### src/rtl/dma_pkg.sv
// Shared types and constants for the DMA read engine slice.
package dma_pkg;

  localparam int unsigned DATA_W    = 128;
  localparam int unsigned ADDR_W    = 32;
  // Descriptor length is stored at full width so the struct is independent
  // of the engine's LEN_W parameter; LEN_W must not exceed this.
  localparam int unsigned LEN_MAX_W = 32;

  typedef enum logic [1:0] {
    IDLE  = 2'd0,
    RUN   = 2'd1,
    DRAIN = 2'd2
  } state_e;

  typedef struct packed {
    logic [ADDR_W-1:0]    addr;
    logic [LEN_MAX_W-1:0] len;
  } desc_t;

  // Word address of beat 'offs' of a descriptor; wraps modulo 2^ADDR_W.
  function automatic logic [ADDR_W-1:0] beat_addr(input logic [ADDR_W-1:0]    base,
                                                  input logic [LEN_MAX_W-1:0] offs);
    return base + ADDR_W'(offs);
  endfunction

endpackage

### src/rtl/dma_rd_fifo.sv
// Synchronous show-ahead FIFO with occupancy count. Head entry is visible
// on rd_data_o whenever empty_o is low. A write is accepted while full only
// if a read happens in the same cycle.
module dma_rd_fifo #(
  parameter int unsigned WIDTH = 129,
  parameter int unsigned DEPTH = 4
) (
  input  logic                     clk,
  input  logic                     rst_n,
  input  logic                     wr_en_i,
  input  logic [WIDTH-1:0]         wr_data_i,
  input  logic                     rd_en_i,
  output logic [WIDTH-1:0]         rd_data_o,
  output logic                     empty_o,
  output logic [$clog2(DEPTH):0]   count_o
);

  localparam int unsigned PTR_W = $clog2(DEPTH);

  logic [WIDTH-1:0] mem_q [DEPTH];
  logic [PTR_W-1:0] wr_ptr_q, rd_ptr_q;
  logic [PTR_W:0]   count_q;
  logic             push, pop;

  assign pop  = rd_en_i & (count_q != '0);
  assign push = wr_en_i & ((count_q != (PTR_W+1)'(DEPTH)) | pop);

  // Pointer and occupancy tracking; flushed by reset.
  always_ff @(posedge clk or negedge rst_n) begin
    if (!rst_n) begin
      wr_ptr_q <= '0;
      rd_ptr_q <= '0;
      count_q  <= '0;
    end else begin
      if (push) wr_ptr_q <= wr_ptr_q + PTR_W'(1);
      if (pop)  rd_ptr_q <= rd_ptr_q + PTR_W'(1);
      case ({push, pop})
        2'b10:   count_q <= count_q + (PTR_W+1)'(1);
        2'b01:   count_q <= count_q - (PTR_W+1)'(1);
        default: count_q <= count_q;
      endcase
    end
  end

  // Storage array; contents are don't-care until written.
  always_ff @(posedge clk) begin
    if (push) mem_q[wr_ptr_q] <= wr_data_i;
  end

  assign rd_data_o = mem_q[rd_ptr_q];
  assign empty_o   = (count_q == '0);
  assign count_o   = count_q;

endmodule

### src/rtl/dma_rd_engine.sv
// Descriptor-driven RAM read engine. Accepts (addr, len), issues word reads,
// absorbs the one-cycle RAM latency and streams 128-bit beats with a last
// flag. Reads are credit-limited by the output FIFO so it never overflows.
// Optional statistics outputs (stall_cnt, beat_cnt) when DMA_RD_STATS_EN is
// defined.
module dma_rd_engine
  import dma_pkg::*;
#(
  parameter int unsigned FIFO_DEPTH = 4,
  parameter int unsigned LEN_W      = 16
) (
  input  logic              clk,
  input  logic              rst_n,
  input  logic              desc_valid,
  output logic              desc_ready,
  input  logic [ADDR_W-1:0] desc_addr,
  input  logic [LEN_W-1:0]  desc_len,
  output logic              ram_rd_en,
  output logic [ADDR_W-1:0] ram_rd_addr,
  input  logic [DATA_W-1:0] ram_rd_data,
  output logic              m_valid,
  input  logic              m_ready,
  output logic [DATA_W-1:0] m_data,
  output logic              m_last,
  output logic              done,
`ifdef DMA_RD_STATS_EN
  output logic [31:0]       stall_cnt,
  output logic [31:0]       beat_cnt,
`endif
  output logic              busy
);

  localparam int unsigned CNT_W = $clog2(FIFO_DEPTH) + 1;
  localparam int unsigned FW    = DATA_W + 1;

  state_e            state_q, state_d;
  desc_t             desc_q, desc_d;
  logic [LEN_W-1:0]  issued_q, issued_d;
  logic [ADDR_W-1:0] rd_addr_q, rd_addr_d;
  logic              done_q, done_d;
  logic              inflight_q, inflight_last_q;

  logic              issue;
  logic              last_issue;
  logic              pop;
  logic              credit_ok;
  logic [ADDR_W-1:0] cur_addr;
  logic [CNT_W:0]    used;

  logic              fifo_empty;
  logic [CNT_W-1:0]  fifo_count;
  logic [FW-1:0]     fifo_rd_data;

  assign cur_addr   = beat_addr(desc_q.addr, LEN_MAX_W'(issued_q));
  assign last_issue = (LEN_MAX_W'(issued_q) == (desc_q.len - LEN_MAX_W'(1)));

  assign m_valid = ~fifo_empty;
  assign pop     = m_valid & m_ready;

  // A slot freed by this cycle's pop is reusable immediately: the read
  // issued now lands in the FIFO two edges later, after the pop retires.
  assign used      = (CNT_W+1)'(fifo_count) + (CNT_W+1)'(inflight_q) - (CNT_W+1)'(pop);
  assign credit_ok = (used < (CNT_W+1)'(FIFO_DEPTH));

  dma_rd_fifo #(
    .WIDTH (FW),
    .DEPTH (FIFO_DEPTH)
  ) u_fifo (
    .clk       (clk),
    .rst_n     (rst_n),
    .wr_en_i   (inflight_q),
    .wr_data_i ({inflight_last_q, ram_rd_data}),
    .rd_en_i   (pop),
    .rd_data_o (fifo_rd_data),
    .empty_o   (fifo_empty),
    .count_o   (fifo_count)
  );

  // Next-state, read issue and completion logic.
  always_comb begin
    state_d   = state_q;
    desc_d    = desc_q;
    issued_d  = issued_q;
    rd_addr_d = rd_addr_q;
    done_d    = 1'b0;
    issue     = 1'b0;
    case (state_q)
      IDLE: begin
        if (desc_valid) begin
          desc_d.addr = desc_addr;
          desc_d.len  = LEN_MAX_W'(desc_len);
          issued_d    = '0;
          if (desc_len == '0) done_d  = 1'b1;
          else                state_d = RUN;
        end
      end
      RUN: begin
        if (credit_ok) begin
          issue     = 1'b1;
          rd_addr_d = cur_addr;
          issued_d  = issued_q + LEN_W'(1);
          if (last_issue) state_d = DRAIN;
        end
      end
      DRAIN: begin
        if (pop && fifo_rd_data[DATA_W]) begin
          state_d = IDLE;
          done_d  = 1'b1;
        end
      end
      default: state_d = IDLE;
    endcase
  end

  // Engine state; reset also drops any read still in flight.
  always_ff @(posedge clk or negedge rst_n) begin
    if (!rst_n) begin
      state_q         <= IDLE;
      desc_q          <= '0;
      issued_q        <= '0;
      rd_addr_q       <= '0;
      done_q          <= 1'b0;
      inflight_q      <= 1'b0;
      inflight_last_q <= 1'b0;
    end else begin
      state_q         <= state_d;
      desc_q          <= desc_d;
      issued_q        <= issued_d;
      rd_addr_q       <= rd_addr_d;
      done_q          <= done_d;
      inflight_q      <= issue;
      inflight_last_q <= issue & last_issue;
    end
  end

  assign desc_ready  = (state_q == IDLE);
  assign busy        = (state_q != IDLE);
  assign done        = done_q;
  assign ram_rd_en   = issue;
  assign ram_rd_addr = issue ? cur_addr : rd_addr_q;
  assign m_data      = fifo_empty ? '0 : fifo_rd_data[DATA_W-1:0];
  assign m_last      = ~fifo_empty & fifo_rd_data[DATA_W];

`ifdef DMA_RD_STATS_EN
  logic [31:0] stall_q, beat_q;

  // Cumulative saturating stall and accepted-beat counters.
  always_ff @(posedge clk or negedge rst_n) begin
    if (!rst_n) begin
      stall_q <= '0;
      beat_q  <= '0;
    end else begin
      if (m_valid && !m_ready && (stall_q != '1)) stall_q <= stall_q + 32'd1;
      if (pop && (beat_q != '1))                  beat_q  <= beat_q + 32'd1;
    end
  end

  assign stall_cnt = stall_q;
  assign beat_cnt  = beat_q;
`endif

endmodule

### config.mk
export PLATFORM = sky130hd
export DESIGN_NAME = dma_rd_engine
export DESIGN_NICKNAME = d
export VERILOG_FILES = /design/src/rtl/dma_pkg.sv /design/src/rtl/dma_rd_fifo.sv /design/src/rtl/dma_rd_engine.sv
export SDC_FILE = /design/constraint.sdc
export NUM_CORES = 1
export LEC_CHECK = 0
export BUFFER_PORTS_ARGS = -buffer_cell sky130_fd_sc_hd__buf_2
export CORE_ASPECT_RATIO = 1.2
export CORE_UTILIZATION = 30
export DETAILED_ROUTE_END_ITERATION = 10
export GPL_TIMING_DRIVEN = 0
export SYNTH_ARGS = -nofsm -noshare
export SYNTH_HDL_FRONTEND = slang
export SYNTH_SLANG_ARGS = --single-unit
### constraint.sdc
create_clock -name clk -period 7.3 [get_ports clk]
set_clock_uncertainty 0.05 [all_clocks]
set_input_delay 0.365 -clock clk [delete_from_list [all_inputs] [get_ports clk]]
set_output_delay 0.365 -clock clk [all_outputs]
set_load 0.005 [all_outputs]
* After elaboration in Yosys (flattened, before gate mapping) *
Memories as Yosys holds them, arrays and structs flattened.
Index checks and enable logic that the tools add are counted.

word-level totals
  bits in registers = 108
  bits in writable memories = 516
  bits of input ports = 180
  output and inout port bits = 166
  word-level logic and storage cells = 72
  memories kept = 1

memories
  memory        depth  bits a word  rd ports  clocked after memory_dff  write ports  line               text
  u_fifo.mem_q  4      129          1         0                         1            dma_rd_fifo.sv:20  logic [WIDTH-1:0] mem_q [DEPTH];

cells by class
  add/subtract/negate cells = 9
  order comparisons = 1
  equality and inequality tests = 11
  muxes and demuxes = 20
  bitwise logic cells = 7
  reduce and logical (&&, ||, !) cells = 12

operator list
  kind                                                                    count
  128-bit 2-to-1 mux                                                      1
  32-bit by 16-bit adder with 32-bit output                               1
  16-bit by 32-bit equality test with 1-bit output                        1
  16-bit 2-to-1 mux                                                       2
  32-bit 2-to-1 mux                                                       1
  16-bit case mux with 2 select lines                                     1
  16-bit by 1-bit subtractor with 17-bit output (second input constant)   1
  16-bit by 1-bit adder with 16-bit output (second input constant)        1
  16-bit logical NOT                                                      1
  2-bit 2-to-1 mux                                                        5
  2-bit inequality test (second input constant)                           5
  1-bit 2-to-1 mux                                                        7
  2-bit case mux with 3 select lines                                      1
  3-bit case mux with 2 select lines                                      1
  2-bit nonzero test                                                      3
  1-bit bitwise AND                                                       5
  5-bit AND reduction                                                     1
  2-bit by 1-bit adder with 2-bit output (second input constant)          2
  3-bit by 1-bit adder with 4-bit output                                  1
  2-bit by 1-bit equality test with 1-bit output (second input constant)  2
  2-bit equality test (second input constant)                             2
  4-bit by 3-bit < comparator with 1-bit output (second input constant)   1
  2-bit AND reduction                                                     2
  4-bit by 1-bit subtractor with 4-bit output                             1
  11 further kinds                                                        11

* Longest topological paths before layout *
Gate-level depths: netlist (run 1).

  depth in word-level cells = 8
  gate-level depth with buffers = 17
  depth with buffers taken out = 16

* Cells and area by module *
From an unflattened synthesis (run 1), not the netlist that was laid out.

unflattened totals
  cells, all modules = 1,549
  area, all modules = 25,813.5 um^2

by module, submodules not included
  module         instances  cells an instance  area an instance (um^2)  sequential area each (um^2)
  dma_rd_fifo    1          725                19,112.1                 15,670.0
  dma_rd_engine  1          824                6,701.4                  2,527.4

* Worst setup path after synthesis (run 1) *
Ideal clock, no wire load.

  path kind = reg2reg
  start point = reg u_fifo.count_q[2], in the netlist u_fifo.count_o[2]
  end point = mem u_fifo.mem_q[0][0] (enable)
  library setup time = 0.503 ns
  arrival time = 3.743 ns
  required time = 6.747 ns
  slack = 3.004 ns
  stages on the path, launching flop included = 4
  buffers on the path = 0
  period minus slack after synthesis = 4.296 ns
  cells stage by stage = dfrtp_1 > inv_1 > o41a_1 > and2_1

on the way
  word-level cells in the longest chain between the ends = 8
  elaborated cells on any way between the ends = 10
  those cells by class = eq/ne: 1; mux: 2; bitwise: 5; reduce/logical: 2

RTL lines
  what                                        line                 text
  from (decl)                                 dma_rd_fifo.sv:22    logic [PTR_W:0] count_q;
  from (signal assigned)                      dma_rd_fifo.sv:38    2'b10: count_q <= count_q + (PTR_W+1)'(1);
  from (signal assigned)                      dma_rd_fifo.sv:39    2'b01: count_q <= count_q - (PTR_W+1)'(1);
  from (signal assigned)                      dma_rd_fifo.sv:40    default: count_q <= count_q;
  3-bit logical NOT                           dma_rd_fifo.sv:51    assign empty_o = (count_q == '0);
  1-bit inverter                              dma_rd_engine.sv:57  assign m_valid = ~fifo_empty;
  1-bit bitwise AND                           dma_rd_engine.sv:58  assign pop = m_valid & m_ready;
  1-bit bitwise AND                           dma_rd_fifo.sv:25    assign pop = rd_en_i & (count_q != '0);
  1-bit OR (*)                                dma_rd_fifo.sv:26    assign push = wr_en_i & ((count_q != (PTR_W+1)'(DEPTH)) | pop);
  1-bit bitwise AND (*)                       dma_rd_fifo.sv:26
  1-bit 2-to-1 mux (*)                        dma_rd_fifo.sv:47    if (push) mem_q[wr_ptr_q] <= wr_data_i;
  1-bit 2-to-1 mux (not written as such) (*)  dma_rd_fifo.sv:47
  to (decl)                                   dma_rd_fifo.sv:20

Mark *: on every way between the ends. The rest lies on a longest branch, timed or not.

* Worst setup path after layout (run 1) *
  start point = reg u_fifo.count_q[2], in the netlist u_fifo.count_o[2]
  end point = out ram_rd_addr[21]

on the way
  word-level cells in the longest chain between the ends = 8
  elaborated cells on any way between the ends = 9
  those cells by class = add/sub: 2; order compare: 1; mux: 3; bitwise: 2; reduce/logical: 1

RTL lines
  what                                                                                            line                  text
  parallel branches: the longest is 3 deep, another holds 3-bit by 1-bit adder with 4-bit output  --
  4-bit by 1-bit subtractor with 4-bit output (*)                                                 dma_rd_engine.sv:62   assign used = (CNT_W+1)'(fifo_count) + (CNT_W+1)'(inflight_q) - (CNT_W+1)'(pop);
  4-bit by 3-bit < comparator with 1-bit output (*)                                               dma_rd_engine.sv:63   assign credit_ok = (used < (CNT_W+1)'(FIFO_DEPTH));
  1-bit 2-to-1 mux (*)                                                                            dma_rd_engine.sv:98   if (credit_ok) begin
  1-bit 2-to-1 mux (*)                                                                            dma_rd_engine.sv:87   case (state_q)
  32-bit 2-to-1 mux (*)                                                                           dma_rd_engine.sv:140  assign ram_rd_addr = issue ? cur_addr : rd_addr_q;
  to (decl)                                                                                       dma_rd_engine.sv:19   output logic [ADDR_W-1:0] ram_rd_addr,

Mark *: on every way between the ends.

==> flow_summary.toml, run 1 <==
[sta]
slew_headroom_pct = 34.5
rsz0062_at_grt = "no"
finalMaxSlewViolations = 0
period_share_pct = 66.1
max_freq_ghz = 0.207
final_hold_viol_count = 0
tightestPinTransition_ps = 982
setup_slack_ps = 2480
fin_crit_ps = 4820
setup_viol = 0

[layout]
fin_util_pct = 39.2
fin_nets = 2328
area.growth.synth_to_final_pct = 28.8
drive_gt1_share_pct = 28.3
nFillCells = 7791

[yosys]
synth_common_cells = "edfxtp_1, nand2_1, and2_1"
synth.avg_cell_area_um2 = 16.8
synth_top_area_share_pct = 60.8
ys_top_cells_by_area = "edfxtp_1, mux4_2, dfrtp_1"
synth_edf_count = 516
synth_top_area_cell = "edfxtp_1"
ys_seq_area_share_pct = 71.4
netlist_area_um2 = 25500
netlist_instances = 1516
synth_seq_cells = 624
synth_cell_types = 64
synthArstFlopShare_pct = 17.3
synth_ff_type = "edfxtp_1"
yosys_warnings = 0
synth_most_common_cell = "edfxtp_1"
syn_nets = 1723

[clock_tree]
cts_resized = 0
htree_num_levels = 3
clk_pin_slew_ps = 60
cts_buffers = 69
clk_latency_ps = 620
cts_sinks = 624
clock_path_buffers = 3
ctsRootBufferMaster = "clkbuf_16"
cts_tree = "built"

[floorplanning]
ios = 346
fp.dieH_um = 321
start_util_pct = 30.4
core_area_um2 = 83700
chipWidth_um = 268
rows = 116
die_area_um2 = 86100

[worst_setup_path]
cp_top_family = "buffers and inverters"
cpPeakStageDelay_ps = 640
crit_arrival_ps = 4410
path_cells = "inv_1 -> nand3_1 -> nand2_1 -> inv_1 -> ha_1 -> inv_1 -> ha_1 -> nand3b_1 -> a211o_1 -> nand2_1 -> nand2_1 -> inv_1 -> buf_1 -> nor2_1 -> a31oi_1 -> buf_2"
crit_buf_inv = 6
startpoint_type = "register"
slowest_stage = "buf_1"
crit_fanout = 11
cpMostUsedCell = "inv_1"
endpoint_kind = "output port"
crit_type = "register to output port"
crit_required_ps = 6880

[status]
status = "finished, final reports clean"

[global_route]
grt_pass1_wl_um = 98400
grt_max_degree = 72
grt-ovfl-total = 0
antenna_found_initial = 5
grt_usage_pct = 15.3
first_global_vias = 16700

[route]
vias_per_cell = 4.67
wl_um = 65000
ant_nets = 0
dr_total_vias = 15400
wl_per_cell_um = 19.8
drc_errors = 0
dr.pass1.iters = 8
drt_iter0_markers = 1124

[hold_path]
hold_path.class = "primary input to register"

[power_and_ir_drop]
power_w = 0.0122
power_density_nw_per_um2 = 372
p_leak_nw = 12.0
ir_drop_uv = 260

[place]
place_ws_ps = 3090
dp_hpwl_um = 43700
portBuffers = 345
globalplace.congestion = 0.881

[run]
drv_cap = 0
power breakdown:
group,switching (W),internal (W),leakage (nW)
sequential,0.000222,0.00447,6.00
combinational,0.00228,0.00194,5.00
clock,0.00144,0.00185,1.02
area by class of cell:
class	count	area, um2	share of cell area, %
sequential	624	18200	55.5
tap	1121	1400	4.28
timing repair buffer	534	3780	11.5
clock buffer	86	1810	5.52
antenna	2	5.00	0.0153
inverter	27	101	0.309
multi-input combinational	793	6870	20.9
clock inverter	32	322	0.980
buffer	72	317	0.965
placed cells by master, fill, tap and decap left out, drive strengths merged, types with 17 or more instances in the layout:
cell | netlist | layout
a21oi | 24 | 24
and2 | 134 | 134
buf | 22 | 378
clkbuf | 50 | 136
clkinv | 0 | 23
dfrtp | 108 | 108
dlygate4sd3 | 0 | 178
edfxtp | 516 | 516
ha | 25 | 25
inv | 27 | 31
mux4 | 129 | 129
nand2 | 193 | 193
nand3 | 17 | 17
nand4 | 17 | 17
nor2 | 31 | 31
o21ai | 52 | 52
xnor2 | 37 | 37
xor2 | 21 | 21
cells by family after synthesis:
| family | after synthesis | synth area share [%] |
|---|---|---|
| flip-flops | 624 | 71.4 |
| AND/OR/NAND/NOR | 451 | 8.95 |
| multiplexers | 131 | 11.5 |
| AO/OA/AOI/OAI | 126 | 3.10 |
| buffers and inverters | 99 | 1.64 |
| XOR/XNOR | 58 | 1.99 |
| adder cells (fa/ha/maj) | 27 | 1.39 |
flip-flops by register name (all words and copies together) (netlist names):
name             flops
u_fifo.mem_q       516
desc_q              48
rd_addr_q           32
issued_q            16
u_fifo.count_o       3
state_q              2
u_fifo.rd_ptr_q      2
u_fifo.wr_ptr_q      2
done                 1
inflight_last_q      1
inflight_q           1
final timing paths:
kind	to	cells after the start	startpoint	slack (ps)
hold / removal	desc_q[57]	4	desc_valid	160
setup / recovery	ram_rd_addr[21]	16	u_fifo.count_o[2]	2480
min in group asynchronous	rd_addr_q[0]	2	rst_n	210
hold reg to reg	rd_addr_q[26]	2	rd_addr_q[26]	430
max in group asynchronous	u_fifo.count_o[2]	3	rst_n	6270
setup reg to reg	issued_q[6]	16	u_fifo.count_o[2]	3350
worst min-delay path, cell delays in order:
cell and delay (ps):
buf_2 120, nand2_1 150, nand2_1 100, nand2_1 50
metal layers:
metal	GRT usage, %	part of all wire [%]	vias to the layer above	routed length [um]
met2	26.8	51	485	33300
met1	17.4	39	7779	25100
met4	5.92	3.0	6	1960
li1	-	-	6977	-
met5	0	0.049	-	32
met3	4.44	7.0	114	4580
metrics by stage:
step / hold slack [ps] / cells / instance area, um2 / setup TNS, ps
2_1_floorplan: 19.4 / 1516 / 25500 / 0
3_3_place_gp: 407 / 2982 / 28600 / -4270
3_5_place_dp: 323 / 2993 / 28900 / 0
4_1_cts: 111 / 3289 / 32800 / 0
5_1_grt: 166 / 3290 / 32800 / 0
6_report: 164 / 3291 / 32800 / 0
what timing repair did:
action                    4_1_cts  5_1_grt
buffers inserted                0        0
hold buffers                  178        0
hold endpoints to repair      598        0
Note: power is estimated with default switching activity, not from simulation.
==> run 2, diff against run 1 <==
==> constraint.sdc (replaced) <==
create_clock -name clk -period 5.05 [get_ports clk]
set_clock_uncertainty 0.05 [all_clocks]
set_input_delay 0.2525 -clock clk [delete_from_list [all_inputs] [get_ports clk]]
set_output_delay 0.2525 -clock clk [all_outputs]
set_load 0.005 [all_outputs]
==> run 2 against run 1 <==
Against the previous run: cell count unchanged; flip-flop and latch count unchanged; global-route usage about the same; cell area about the same; first-iteration DRC count up 4.5%; core utilization about the same; sequential share of layout area about the same; combinational power up 45%; power up 45%; count of clock-buffer cells in the layout unchanged; register-to-register slack worse by 1900 ps; critical path depth unchanged; critical path type unchanged.
==> flow_summary.toml, run 2 (same netlist as run 1, synthesis figures left out) <==
[global_route]
first_global_vias = 16700
grt-ovfl-total = 0
grt_pass1_wl_um = 98400
grt_max_degree = 72
antenna_found_initial = 5
grt_usage_pct = 15.3

[place]
dp.cells = 2993
portBuffers = 345
dpl_cell_area_um2 = 28900
globalplace.congestion = 0.881
dp_hpwl_um = 43700

[floorplanning]
core_area_um2 = 83700
start_util_pct = 30.4
fp.dieH_um = 321
chipWidth_um = 268
ios = 346
die_area_um2 = 86100
rows = 116

[worst_setup_path]
path_cells = "inv_1 -> nand3_1 -> nand2_1 -> inv_1 -> ha_1 -> inv_1 -> ha_1 -> nand3b_1 -> a211o_1 -> nand2_1 -> nand2_1 -> inv_1 -> clkbuf_2 -> nor2_1 -> a31oi_1 -> buf_2"
crit_fanout = 11
crit_type = "register to output port"
slowest_stage = "dfrtp_1"
crit_required_ps = 4750
startpoint_type = "register"
cpPeakStageDelay_ps = 430
endpoint_kind = "output port"
crit_arrival_ps = 4140
cpMostUsedCell = "inv_1"

[layout]
drive_gt1_share_pct = 28.4
fin_nets = 2329
final_cell_mix = "edfxtp_1, buf_2, nand2_1, dlygate4sd3_1, and2_1"
largest_reg_flops = 516
area.growth.synth_to_final_pct = 28.8
mostFrequentLayoutCell = "edfxtp_1"
top_register = "u_fifo.mem_q"
largest_registers = "u_fifo.mem_q x516, desc_q x48, rd_addr_q x32"
final_cells = 3291
nFillCells = 7790
stdcell_area_um2 = 32800

[route]
dr_total_vias = 15300
dr.pass1.iters = 6
wl_um = 65100
drc_errors = 0
wl_per_cell_um = 19.8
vias_per_cell = 4.65
drt_iter0_markers = 1175
ant_nets = 0

[sta]
setup_viol = 0
finalMaxSlewViolations = 0
tightestPinTransition_ps = 985
slew_headroom_pct = 34.3
final_hold_viol_count = 0
period_share_pct = 88.0
setup_tns_ps = 0
max_freq_ghz = 0.225
fin_crit_ps = 4440
rsz0062_at_grt = "no"

[power_and_ir_drop]
power_density_nw_per_um2 = 538
ir_drop_uv = 376
p_leak_nw = 12.0
power_w = 0.0177

[clock_tree]
htree_num_levels = 3
cts_tree = "built"
cts_buffers = 69
ctsRootBufferMaster = "clkbuf_16"
clk_pin_slew_ps = 50
cts_sinks = 624
post_cts_buffers = 0
clk_latency_ps = 620
clock_path_buffers = 3

[hold_path]
hold_path.class = "primary input to register"

[status]
status = "finished, final reports clean"

[run]
drv_cap = 0
## run 2: changes by cell type in the layout (fill, tap and decap cells not counted), sizes merged
cell / previous run / this run
buf: 378 / 377
diode: 2 / 1
dlygate4sd3: 178 / 179
clkbuf: 136 / 137
## run 2: final timing paths
path                                         from               to  slack [ps]  cells after the start
min in group asynchronous                   rst_n     rd_addr_q[0]         110                      2
max in group asynchronous                   rst_n             done        4120                      3
worst min-delay path                   desc_valid             done          70                      4
worst min register to register      rd_addr_q[26]    rd_addr_q[26]         430                      2
worst max-delay path            u_fifo.count_o[2]  ram_rd_addr[21]         610                     16
worst max register to register  u_fifo.count_o[2]      issued_q[9]        1410                     17
## run 2: what timing repair did
| action | CTS | global route |
|---|---|---|
| resized for setup | 0 | 1 |
| hold buffers | 179 | 0 |
| endpoints found under the hold margin | 671 | 0 |
| endpoints found under the setup margin | 0 | 1 |
## run 2: routing by layer
metal  wire [um]  GRT usage [%]
met1       25400           17.4
met2       33300           26.8
met3        4500           4.44
met4        1970           5.93
met5          32              0
## run 2: critical path, delay by kind of cell (launching register included)
kind	cells	cell delay, ps
buf+inv	6	1190
simple gates	6	930
compound gates	2	560
flops	1	430
fa+ha+maj	2	400
## run 2: final cells by class
type | count | area [um2] | share of cell area (%)
buffer | 72 | 318 | 0.968
antenna | 1 | 2.50 | 0.00763
sequential | 624 | 18200 | 55.5
clock buffer | 86 | 1810 | 5.52
timing repair buffer | 535 | 3790 | 11.6
inverter | 27 | 101 | 0.309
multi-input combinational | 793 | 6870 | 20.9
tap | 1121 | 1400 | 4.27
clock inverter | 32 | 322 | 0.980
## run 2: metrics by stage
step                util, %  hold slack, ps  setup WS [ps]
floorplan                 -           -93.1            754
global placement       34.2             396          -2290
detailed placement     34.5             210            957
CTS                    39.2            7.46            253
global route           39.2            55.7            285
finish                 39.2            70.7            606
## run 2: power by group
| group | leakage [nW] | internal (W) | switching [W] | total (W) |
|---|---|---|---|---|
| logic | 5.01 | 0.00280 | 0.00330 | 0.00611 |
| registers | 6.00 | 0.00646 | 0.000323 | 0.00678 |
| clock network | 1.02 | 0.00268 | 0.00209 | 0.00477 |
